$ cat src/rtl/async_fifo_wr_arbiter_if.sv
// Bundle between NREQ write requesters, the async FIFO write port and the
// round-robin write arbiter that shares that port.
interface async_fifo_wr_arbiter_if #(
    parameter int NREQ  = 4,
    parameter int DSIZE = 8
);
    localparam int IDW = $clog2(NREQ);

    // A requester beat moves on a clk edge where req_valid[i] && req_ready[i];
    // ready never depends on anything but grant and wfull, and a FIFO word is
    // written exactly when winc is high, which never happens while wfull is high.
    logic [NREQ-1:0]       req_valid;
    logic [NREQ*DSIZE-1:0] req_data;
    logic [NREQ-1:0]       req_last;
    logic [NREQ-1:0]       req_ready;
    logic [NREQ-1:0]       grant;
    logic                  busy;
    logic                  winc;
    logic [IDW+DSIZE-1:0]  wdata;
    logic                  wfull;
    logic                  state_dbg;

    // Requesters plus FIFO side.
    modport master (
        output req_valid, req_data, req_last, wfull,
        input  req_ready, grant, busy, winc, wdata, state_dbg
    );

    // The arbiter.
    modport slave (
        input  req_valid, req_data, req_last, wfull,
        output req_ready, grant, busy, winc, wdata, state_dbg
    );
endinterface

$ cat src/rtl/async_fifo_wr_arbiter.sv
// Round-robin burst arbiter for the write port of an async FIFO; every word is
// tagged with the index of the requester that produced it.
module async_fifo_wr_arbiter #(
    parameter int NREQ     = 4,
    parameter int DSIZE    = 8,
    parameter int MAXBURST = 16
) (
    input  logic                   clk,
    input  logic                   rst,
    async_fifo_wr_arbiter_if.slave bus
);
    localparam int IDW = $clog2(NREQ);
    localparam int CW  = $clog2(MAXBURST + 1);
    localparam logic [IDW-1:0] LAST_RST = IDW'(NREQ - 1);
    localparam logic [CW-1:0]  CNT_CAP  = CW'(MAXBURST - 1);

    typedef enum logic {
        S_IDLE  = 1'b0,
        S_BURST = 1'b1
    } state_t;

    state_t          state;
    state_t          state_nxt;
    logic [IDW-1:0]  owner;
    logic [IDW-1:0]  owner_nxt;
    logic [IDW-1:0]  last_ptr;
    logic [IDW-1:0]  last_nxt;
    logic [CW-1:0]   cnt;
    logic [CW-1:0]   cnt_nxt;
    logic [NREQ-1:0] grant_q;
    logic [NREQ-1:0] grant_nxt;

    logic            win_found;
    logic [IDW-1:0]  win_idx;
    int              scan_idx;

    logic            owner_valid;
    logic            owner_last;
    logic [DSIZE-1:0] owner_data;
    logic            xfer;
    logic            burst_end;

    // Scan last+1, last+2, ... so the previous owner is considered last.
    always_comb begin
        win_found = 1'b0;
        win_idx   = '0;
        scan_idx  = 0;
        for (int k = 1; k <= NREQ; k++) begin
            scan_idx = int'(last_ptr) + k;
            if (scan_idx >= NREQ) begin
                scan_idx = scan_idx - NREQ;
            end
            if (!win_found && bus.req_valid[scan_idx]) begin
                win_found = 1'b1;
                win_idx   = IDW'(scan_idx);
            end
        end
    end

    assign owner_valid = bus.req_valid[owner];
    assign owner_last  = bus.req_last[owner];
    assign owner_data  = bus.req_data[owner*DSIZE +: DSIZE];

    assign xfer      = (state == S_BURST) && owner_valid && !bus.wfull;
    assign burst_end = xfer && (owner_last || (cnt == CNT_CAP));

    always_comb begin
        state_nxt = state;
        owner_nxt = owner;
        last_nxt  = last_ptr;
        cnt_nxt   = cnt;
        grant_nxt = grant_q;
        case (state)
            S_IDLE: begin
                if (win_found && !bus.wfull) begin
                    state_nxt = S_BURST;
                    owner_nxt = win_idx;
                    grant_nxt = NREQ'(1) << win_idx;
                    cnt_nxt   = '0;
                end
            end
            S_BURST: begin
                // wfull or a bubble leaves everything frozen; only transfers advance.
                if (burst_end) begin
                    state_nxt = S_IDLE;
                    grant_nxt = '0;
                    last_nxt  = owner;
                    cnt_nxt   = '0;
                end else if (xfer) begin
                    cnt_nxt = cnt + CW'(1);
                end
            end
            default: begin
                state_nxt = S_IDLE;
                grant_nxt = '0;
                cnt_nxt   = '0;
            end
        endcase
    end

    always_ff @(posedge clk or posedge rst) begin
        if (rst) begin
            state    <= S_IDLE;
            owner    <= '0;
            last_ptr <= LAST_RST;
            cnt      <= '0;
            grant_q  <= '0;
        end else begin
            state    <= state_nxt;
            owner    <= owner_nxt;
            last_ptr <= last_nxt;
            cnt      <= cnt_nxt;
            grant_q  <= grant_nxt;
        end
    end

    // Outputs decode from registered state only, so reset drops them at once.
    assign bus.grant     = grant_q;
    assign bus.busy      = (state == S_BURST);
    assign bus.req_ready = ((state == S_BURST) && !bus.wfull) ? grant_q : '0;
    assign bus.winc      = xfer;
    assign bus.wdata     = (state == S_BURST) ? {owner, owner_data} : '0;
    assign bus.state_dbg = state;

    assert property (@(posedge clk) disable iff (rst) !(bus.winc && bus.wfull));
    assert property (@(posedge clk) disable iff (rst) $onehot0(bus.grant));
    assert property (@(posedge clk) disable iff (rst) (bus.req_ready & ~bus.grant) == '0);
    assert property (@(posedge clk) disable iff (rst) bus.busy == (bus.grant != '0));

endmodule

$ cat src/flat_wrapper.sv
// flat-port wrapper written by rule: the top's interface ports become plain ports
module async_fifo_wr_arbiter_flat 
#(
    parameter int NREQ     = 4,
    parameter int DSIZE    = 8,
    parameter int MAXBURST = 16
)
  (clk, rst, bus_req_valid, bus_req_data, bus_req_last, bus_wfull, bus_req_ready, bus_grant, bus_busy, bus_winc, bus_wdata, bus_state_dbg);
  async_fifo_wr_arbiter_if #(.NREQ(NREQ), .DSIZE(DSIZE)) bus_i ();
  input  logic clk;
  input  logic rst;
  input wire logic [$bits(bus_i.req_valid)-1:0] bus_req_valid;
  input wire logic [$bits(bus_i.req_data)-1:0] bus_req_data;
  input wire logic [$bits(bus_i.req_last)-1:0] bus_req_last;
  input wire logic [$bits(bus_i.wfull)-1:0] bus_wfull;
  output wire logic [$bits(bus_i.req_ready)-1:0] bus_req_ready;
  output wire logic [$bits(bus_i.grant)-1:0] bus_grant;
  output wire logic [$bits(bus_i.busy)-1:0] bus_busy;
  output wire logic [$bits(bus_i.winc)-1:0] bus_winc;
  output wire logic [$bits(bus_i.wdata)-1:0] bus_wdata;
  output wire logic [$bits(bus_i.state_dbg)-1:0] bus_state_dbg;
  assign bus_i.req_valid = bus_req_valid;
  assign bus_i.req_data = bus_req_data;
  assign bus_i.req_last = bus_req_last;
  assign bus_i.wfull = bus_wfull;
  assign bus_req_ready = bus_i.req_ready;
  assign bus_grant = bus_i.grant;
  assign bus_busy = bus_i.busy;
  assign bus_winc = bus_i.winc;
  assign bus_wdata = bus_i.wdata;
  assign bus_state_dbg = bus_i.state_dbg;
  async_fifo_wr_arbiter #(.NREQ(NREQ), .DSIZE(DSIZE), .MAXBURST(MAXBURST)) u_core (.clk(clk), .rst(rst), .bus(bus_i));
endmodule
$ cat config.mk
export PLATFORM = sky130hd
export DESIGN_NAME = async_fifo_wr_arbiter_flat
export DESIGN_NICKNAME = d
export VERILOG_FILES = /design/src/rtl/async_fifo_wr_arbiter_if.sv /design/src/rtl/async_fifo_wr_arbiter.sv /design/src/flat_wrapper.sv
export SDC_FILE = /design/constraint.sdc
export NUM_CORES = 1
export LEC_CHECK = 0
export ABC_AREA = 1
export ABC_CLOCK_PERIOD_IN_PS = 1530
export BUFFER_PORTS_ARGS = -buffer_cell sky130_fd_sc_hd__buf_2
export CAP_MARGIN = 20
export CORE_AREA = 8 8 68 70
export DETAILED_ROUTE_END_ITERATION = 10
export DIE_AREA = 0 0 76 78
export PLACE_DENSITY = 0.68
export SLEW_MARGIN = 20
export SYNTH_ARGS = -nofsm -noshare
export SYNTH_HDL_FRONTEND = slang
export SYNTH_SLANG_ARGS = --single-unit
$ cat constraint.sdc
create_clock -name clk -period 1.53 [get_ports clk]
set_input_delay 0.0765 -clock clk [delete_from_list [all_inputs] [get_ports clk]]
set_output_delay 0.0765 -clock clk [all_outputs]
set_load 0.02 [all_outputs]
# [Word-level counts from Yosys, hierarchy flattened]
# Cells that the tools add are included.
[classes] addsub=9 n_lt_le_gt_ge=9 eq_ne=4 n_shift=2 n_mux=40 bitwise=1 n_reduce_logical=17
[ops] op="$ge 32x4->1 const B" n=4
[ops] op="$lt 32x4->1 const B" n=4
[ops] op="$mux 32" n=4
[ops] op="$sub 32x4->32 const B" n=4
[ops] op="$shiftx 32x6->8" n=1
[ops] op="$mux 1" n=16
[ops] op="$mux 5" n=3
[ops] op="$bmux 1 s2" n=6
[ops] op="$mux 4" n=3
[ops] op="$mux 10" n=1
[ops] op="$pmux 5 s2" n=1
[ops] op="$logic_and 1x1->1" n=8
[ops] op="$mux 2" n=4
[ops] op="$pmux 4 s2" n=1
[ops] op="$reduce_and 2->1" n=4
[ops] op="$add 2x2->3 const B" n=2
[ops] op="$add 5x1->5 const B" n=1
[ops] op="$eq 5x4->1 const B" n=1
[ops] op="$add 2x3->4 const B" n=1
[ops] op="$logic_not 1->1" n=4
[ops] op="$shl 1x2->4 const A" n=1
[ops] op="$add 2x1->3 const B" n=1
[ops] op="$lt 2x3->1 const B" n=1
[ops] op="$ne 3x3->1 const B" n=1
[ops] op="other kinds (5)" n=5
[word_totals] register_bits=14 input_bits=43 word_cells=87

# [Depth between registers and ports, before layout]
[depth] depth_word=19 depth_mapped=13 ltp_nobuf=12

# [Worst setup path before layout]
# OpenSTA, ideal clock, no wires.
[synth_path] path_type="register to register" from="register u_core.state (netlist: u_core.bus.busy)" to="register u_core.cnt[3]" setup_time_ns=0.117 arrival_ns=1.656 required_time_ns=1.413 path_slack_ns=-0.243 path_stages_with_launch=11 period_less_slack_ns=1.773 cell_sequence="dfrtp_1 > inv_1 > nor2_1 > inv_1 > a21oi_1 > nand2_1 > buf_6 > nand3_2 > nor2_1 > nand2_1 > nand2_1"
[synth_between] elab_chain_len=5
[synth_rtl] element="start: declaration" line="async_fifo_wr_arbiter.sv:22" source="state_t state;"
[synth_rtl] element="start signal: assignment" line="async_fifo_wr_arbiter.sv:109" source="state <= state_nxt;"
[synth_rtl] element="$logic_and 1x1->1 (*) (2 in a row)" line="async_fifo_wr_arbiter.sv:64" source="assign xfer = (state == S_BURST) && owner_valid && !bus.wfull;"
[synth_rtl] element="named net bus_winc" line="flat_wrapper.sv:19" source="output wire logic [$bits(bus_i.winc)-1:0] bus_winc;"
[synth_rtl] element="$logic_and 1x1->1" line="async_fifo_wr_arbiter.sv:65" source="assign burst_end = xfer && (owner_last || (cnt == CNT_CAP));"
[synth_rtl] element="$mux 5 or $ne 3x3->1 (tied branches)"
[synth_rtl] element="$pmux 5 s2 or $reduce_and 2->1 (tied branches)"
[synth_rtl] element="end signal: assignment" line="async_fifo_wr_arbiter.sv:112" source="cnt <= cnt_nxt;"
[synth_rtl] element="end: declaration" line="async_fifo_wr_arbiter.sv:28" source="logic [CW-1:0] cnt;"
# Mark *: on every way through the listed nets, which the timed path passes. The rest lies on a longest branch.
# A chain may end at the register's enable or synchronous reset.

# [Worst setup path in the final report]
[layout_path] from="register u_core.last_ptr[0]" to="register u_core.cnt[3]"
[layout_between] elab_chain_len=19
[layout_rtl] element="start: declaration" line="async_fifo_wr_arbiter.sv:26" source="logic [IDW-1:0] last_ptr;"
[layout_rtl] element="start signal: assignment" line="async_fifo_wr_arbiter.sv:111" source="last_ptr <= last_nxt;"
[layout_rtl] element="$add 2x1->3" line="async_fifo_wr_arbiter.sv:49" source="scan_idx = int'(last_ptr) + k;"
[layout_rtl] element="$sub 32x4->32 or $ge 32x4->1 (tied branches)" line="async_fifo_wr_arbiter.sv:51, async_fifo_wr_arbiter.sv:50"
[layout_rtl] element="$mux 32" line="async_fifo_wr_arbiter.sv:50" source="if (scan_idx >= NREQ) begin"
[layout_rtl] element="$bmux 1 s2" line="async_fifo_wr_arbiter.sv:53" source="if (!win_found && bus.req_valid[scan_idx]) begin"
[layout_rtl] element="$mux 1 (not written as such) (2 in a row)" line="async_fifo_wr_arbiter.sv:53"
[layout_rtl] element="$mux 1" line="async_fifo_wr_arbiter.sv:53"
[layout_rtl] element="$logic_not 1->1" line="async_fifo_wr_arbiter.sv:53"
[layout_rtl] element="$logic_and 1x1->1" line="async_fifo_wr_arbiter.sv:53"
[layout_rtl] element="[... 2 more ...]"
[layout_rtl] element="$logic_and 1x1->1" line="async_fifo_wr_arbiter.sv:53"
[layout_rtl] element="$mux 1" line="async_fifo_wr_arbiter.sv:53"
[layout_rtl] element="$logic_not 1->1" line="async_fifo_wr_arbiter.sv:53"
[layout_rtl] element="$logic_and 1x1->1" line="async_fifo_wr_arbiter.sv:53"
[layout_rtl] element="$mux 1 (*)" line="async_fifo_wr_arbiter.sv:53"
[layout_rtl] element="$logic_and 1x1->1 (*)" line="async_fifo_wr_arbiter.sv:75" source="if (win_found && !bus.wfull) begin"
[layout_rtl] element="$ne 2x1->1 (no source line) (*)"
[layout_rtl] element="$reduce_and 2->1 (no source line) (*)"
# Every way passes the cells marked *; elsewhere a longest branch is shown, timed or not. The select of a mux whose other input is x is not followed.

==> metrics.md <==
| Metric | Value |
|---|---|
| Clock buffers created by TritonCTS | `3` |
| Maximum buffer depth of the clock tree | `2` |
| Standard cell core area | `3550 um2` |
| Unrepaired setup endpoints after global routing | `yes` |
| Vias/cell | `4.75` |
| Fraction of layout instances using a drive strength above 1 | `0.508` |
| Number of instances in the synthesized netlist | `229` |
| GRT Util Overall | `0.140` |
| Count of TritonRoute iterations in the first routing pass | `4` |
| Synthesized area per cell | `6.00 um2` |
| Total of endpoints with negative setup slack in the final report | `19` |
| Cell type of the slowest stage on the worst timing path | `dfstp_2` |
| Sum of negative setup slack | `-1870 ps` |
| Total Die Area | `5930 um2` |
| Die boundary width | `76 um` |
| Clock-pin slew reported for the worst setup and hold paths after clock tree synthesis | `90 ps` |
| Vert. Die Dim | `78 um` |
| Number of flops mapped to enable cells by yosys | `0` |
| Hold Worst Slack | `242 ps` |
| Upper clock frequency limit | `594 MHz` |
| Critical path's most frequent cell | `nand2_2` |
| Initial DRC Count | `91` |
| Overall via count from detail_route | `1,743` |
| Number of synthesis warnings | `0` |
| Clk_skew | `8.00 ps` |
| Number of remaining DRC errors | `0` |
| Clk_lat worst skew | `290 ps` |
| Post-detailed-route count of antenna-violating nets | `0` |
| Slew at the pin closest to its max-slew limit | `544 ps` |
| Detailed-placement wirelength estimate | `3.47 mm` |
| Worst-case setup margin in the final layout | `-153 ps` |
| Final cell area excluding filler cells | `2250 um2` |
| Mapped Nets | `274` |
| CTS H-tree depth | `1` |
| Relative slew slack | `0.637` |
| Top FF cell, synth | `dfrtp_1` |
| Antenna violations before repair | `0` |
| Wire length per cell after detailed routing | `13.2 um` |
| Final count of pins violating max slew | `0` |
| Setup crit end kind | `flip-flop` |
| Synth top cells by count | `nand2_1, nor2_1, o21ai_0, inv_1, nand3_1` |
| Maximum fanout encountered on the critical timing path | `9` |
| Kind of start point of the critical path | `flip-flop` |
| Top cell type's share of synthesized area | `0.218` |
| Cell area after technology mapping | `1380 um2` |
| Clock tree from TritonCTS | `done` |
| Class of the tightest hold or removal check | `input port to flip-flop` |
| Via count of the first global-routing pass | `1,616` |
| Crit share post-route | `1.10` |
| Post-synthesis cell type with the largest combined area | `dfrtp_1` |
| Yosys cell types | `26` |
| Number of inserted filler cells in the final layout | `313` |
| CTS sink cnt | `14` |
| Proportion of synthesized chip area in sequential cells | `0.257` |
| Global-route wire length before repair | `7.19 mm` |
| Total of max-cap violations | `0` |
| Cell Area, Placed | `1840 um2` |
| Antenna cell count | `0` |
| Maximum number of pins on one net before global-route repair | `15` |
| Layout Nets | `365` |
| Count of boundary I/O pins | `64` |
| CP max stage delay | `630 ps` |
| Grt total ovfl | `0` |
| Crit-path cells | `inv_6, nand2_2, nand2_2, nand2_2, nand2_4, nor2_4, nand3b_4, nand2_8, buf_6, nand3_1, nand2_1` |
| Number of cell rows | `22` |
| Crit path time final | `1680 ps` |
| Final wirelength | `4.85 mm` |
| Max IR drop VDD | `1000 uV` |
| Data arrival, critical path | `1910 ps` |
| Post-synthesis to final-layout area growth | `63.7%` |
| Final hold violation count | `0` |
| Outcome | `complete, but fails checks` |
| Violations in the final reports | `setup timing` |
| Initial standard-cell utilization of the core | `0.387` |
| Top-count cell post-synth | `nand2_1` |
| Final total power | `4560 uW` |
| Async set-reset flop share out of synthesis | `1.00` |
| Synthesized flop and latch total | `14` |
| Power per cell area | `2020 nW/um2` |
| Path type of the worst setup path | `flip-flop to flip-flop` |
| Master cell of the clock root buffer | `clkbuf_4` |
| Final weighted congestion in routability-driven placement | `0.878` |
| Leak pwr | `0.00118 uW` |
| Most area-consuming cells after synthesis | `dfrtp_1, nand2_1, nor2_1` |
| Req. time, crit path | `1750 ps` |
| Count of input and output buffers | `63` |
| Worst setup timing slack at the placement stage | `-174 ps` |
==> repair_timing <==
action / 4_1_cts / 5_1_grt
setup buffers: 4 / 6
gates resized for setup: 24 / 74
endpoints found under the hold margin: 12 / 0
hold buffers: 1 / 0
setup endpoints to repair: 23 / 23
gates cloned: 0 / 2
pin swaps: 4 / 31
==> power by group <==
| part | total, uW | leakage, uW | switching (uW) | internal [uW] |
|---|---|---|---|---|
| Sequential | 650 | 0.000174 | 128 | 522 |
| Clock | 271 | 0.0000210 | 126 | 145 |
| Combinational | 3630 | 0.000989 | 2070 | 1570 |
==> per-layer routing <==
metal / GRT usage / wire length (um)
met5: 0 / 0
met4: 0.0196 / 31
met3: 0.0276 / 152
met2: 0.277 / 2760
met1: 0.150 / 1900
==> worst paths after layout <==
path                                startpoint                  end  slack, ps  cells past startpoint
max                         u_core.last_ptr[0]        u_core.cnt[3]       -150                     11
min                                  bus_wfull  u_core.bus.grant[1]        240                      6
max reg2reg                 u_core.last_ptr[0]        u_core.cnt[3]       -150                     11
min reg2reg                u_core.bus.grant[2]  u_core.bus.grant[2]        540                      2
max in group asynchronous                  rst      u_core.bus.busy        770                      3
min in group asynchronous                  rst  u_core.bus.grant[3]        370                      3
==> state kept, by name, indices dropped and copies added (netlist names) <==
register	count
u_core.cnt	5
u_core.bus.busy	1
u_core.bus.grant	4
u_core.last_ptr	2
u_core.owner	2
==> kinds of logic (layout without fill, tap and decap cells) <==
group,count (synthesis),in the layout,share of synthesized area
and+or+nand+nor,142,142,0.466
AOI/OAI and AO/OA,36,36,0.133
buffers and inverters,35,125,0.126
DFF,14,14,0.257
adders and majority gates,2,2,0.0182
==> metrics by stage <==
stage               instances   util
global placement          350  0.519
global route              367  0.634
CTS                       359  0.558
floorplan                 229      -
finish                    367  0.634
detailed placement        350  0.519
==> critical path, delay by kind of cell, from the launching register on <==
kind / cells / cell delay [ps]
buffers and inverters: 2 / 190
DFF: 1 / 630
and+or+nand+nor: 9 / 800
==> placed cells by master, fill, tap and decap left out, types with 5 or more instances in the layout <==
cell type  netlist  final
nand3_1         18     17
nor2_4           1     11
nand2_1         52     42
dfrtp_1         12      9
nand2_2         10     16
buf_2            3     55
buf_6            3      8
a21oi_1         11     10
buf_4            3     29
o21ai_1          3     21
nor2_1          50     30
nor2_2           0     10
inv_1           20     18
nand2_4          2      5
==> area by class of cell <==
| class | count | area [um2] | area share |
|---|---|---|---|
| multi-input cells | 180 | 1020 | 0.455 |
| repair buffers | 97 | 673 | 0.299 |
| flip-flops and latches | 14 | 357 | 0.158 |
| inverters | 24 | 100 | 0.0445 |
| well taps | 48 | 60.1 | 0.0267 |
| clock buffers | 4 | 36.3 | 0.0161 |
Power figures use the tool's default switching activity.
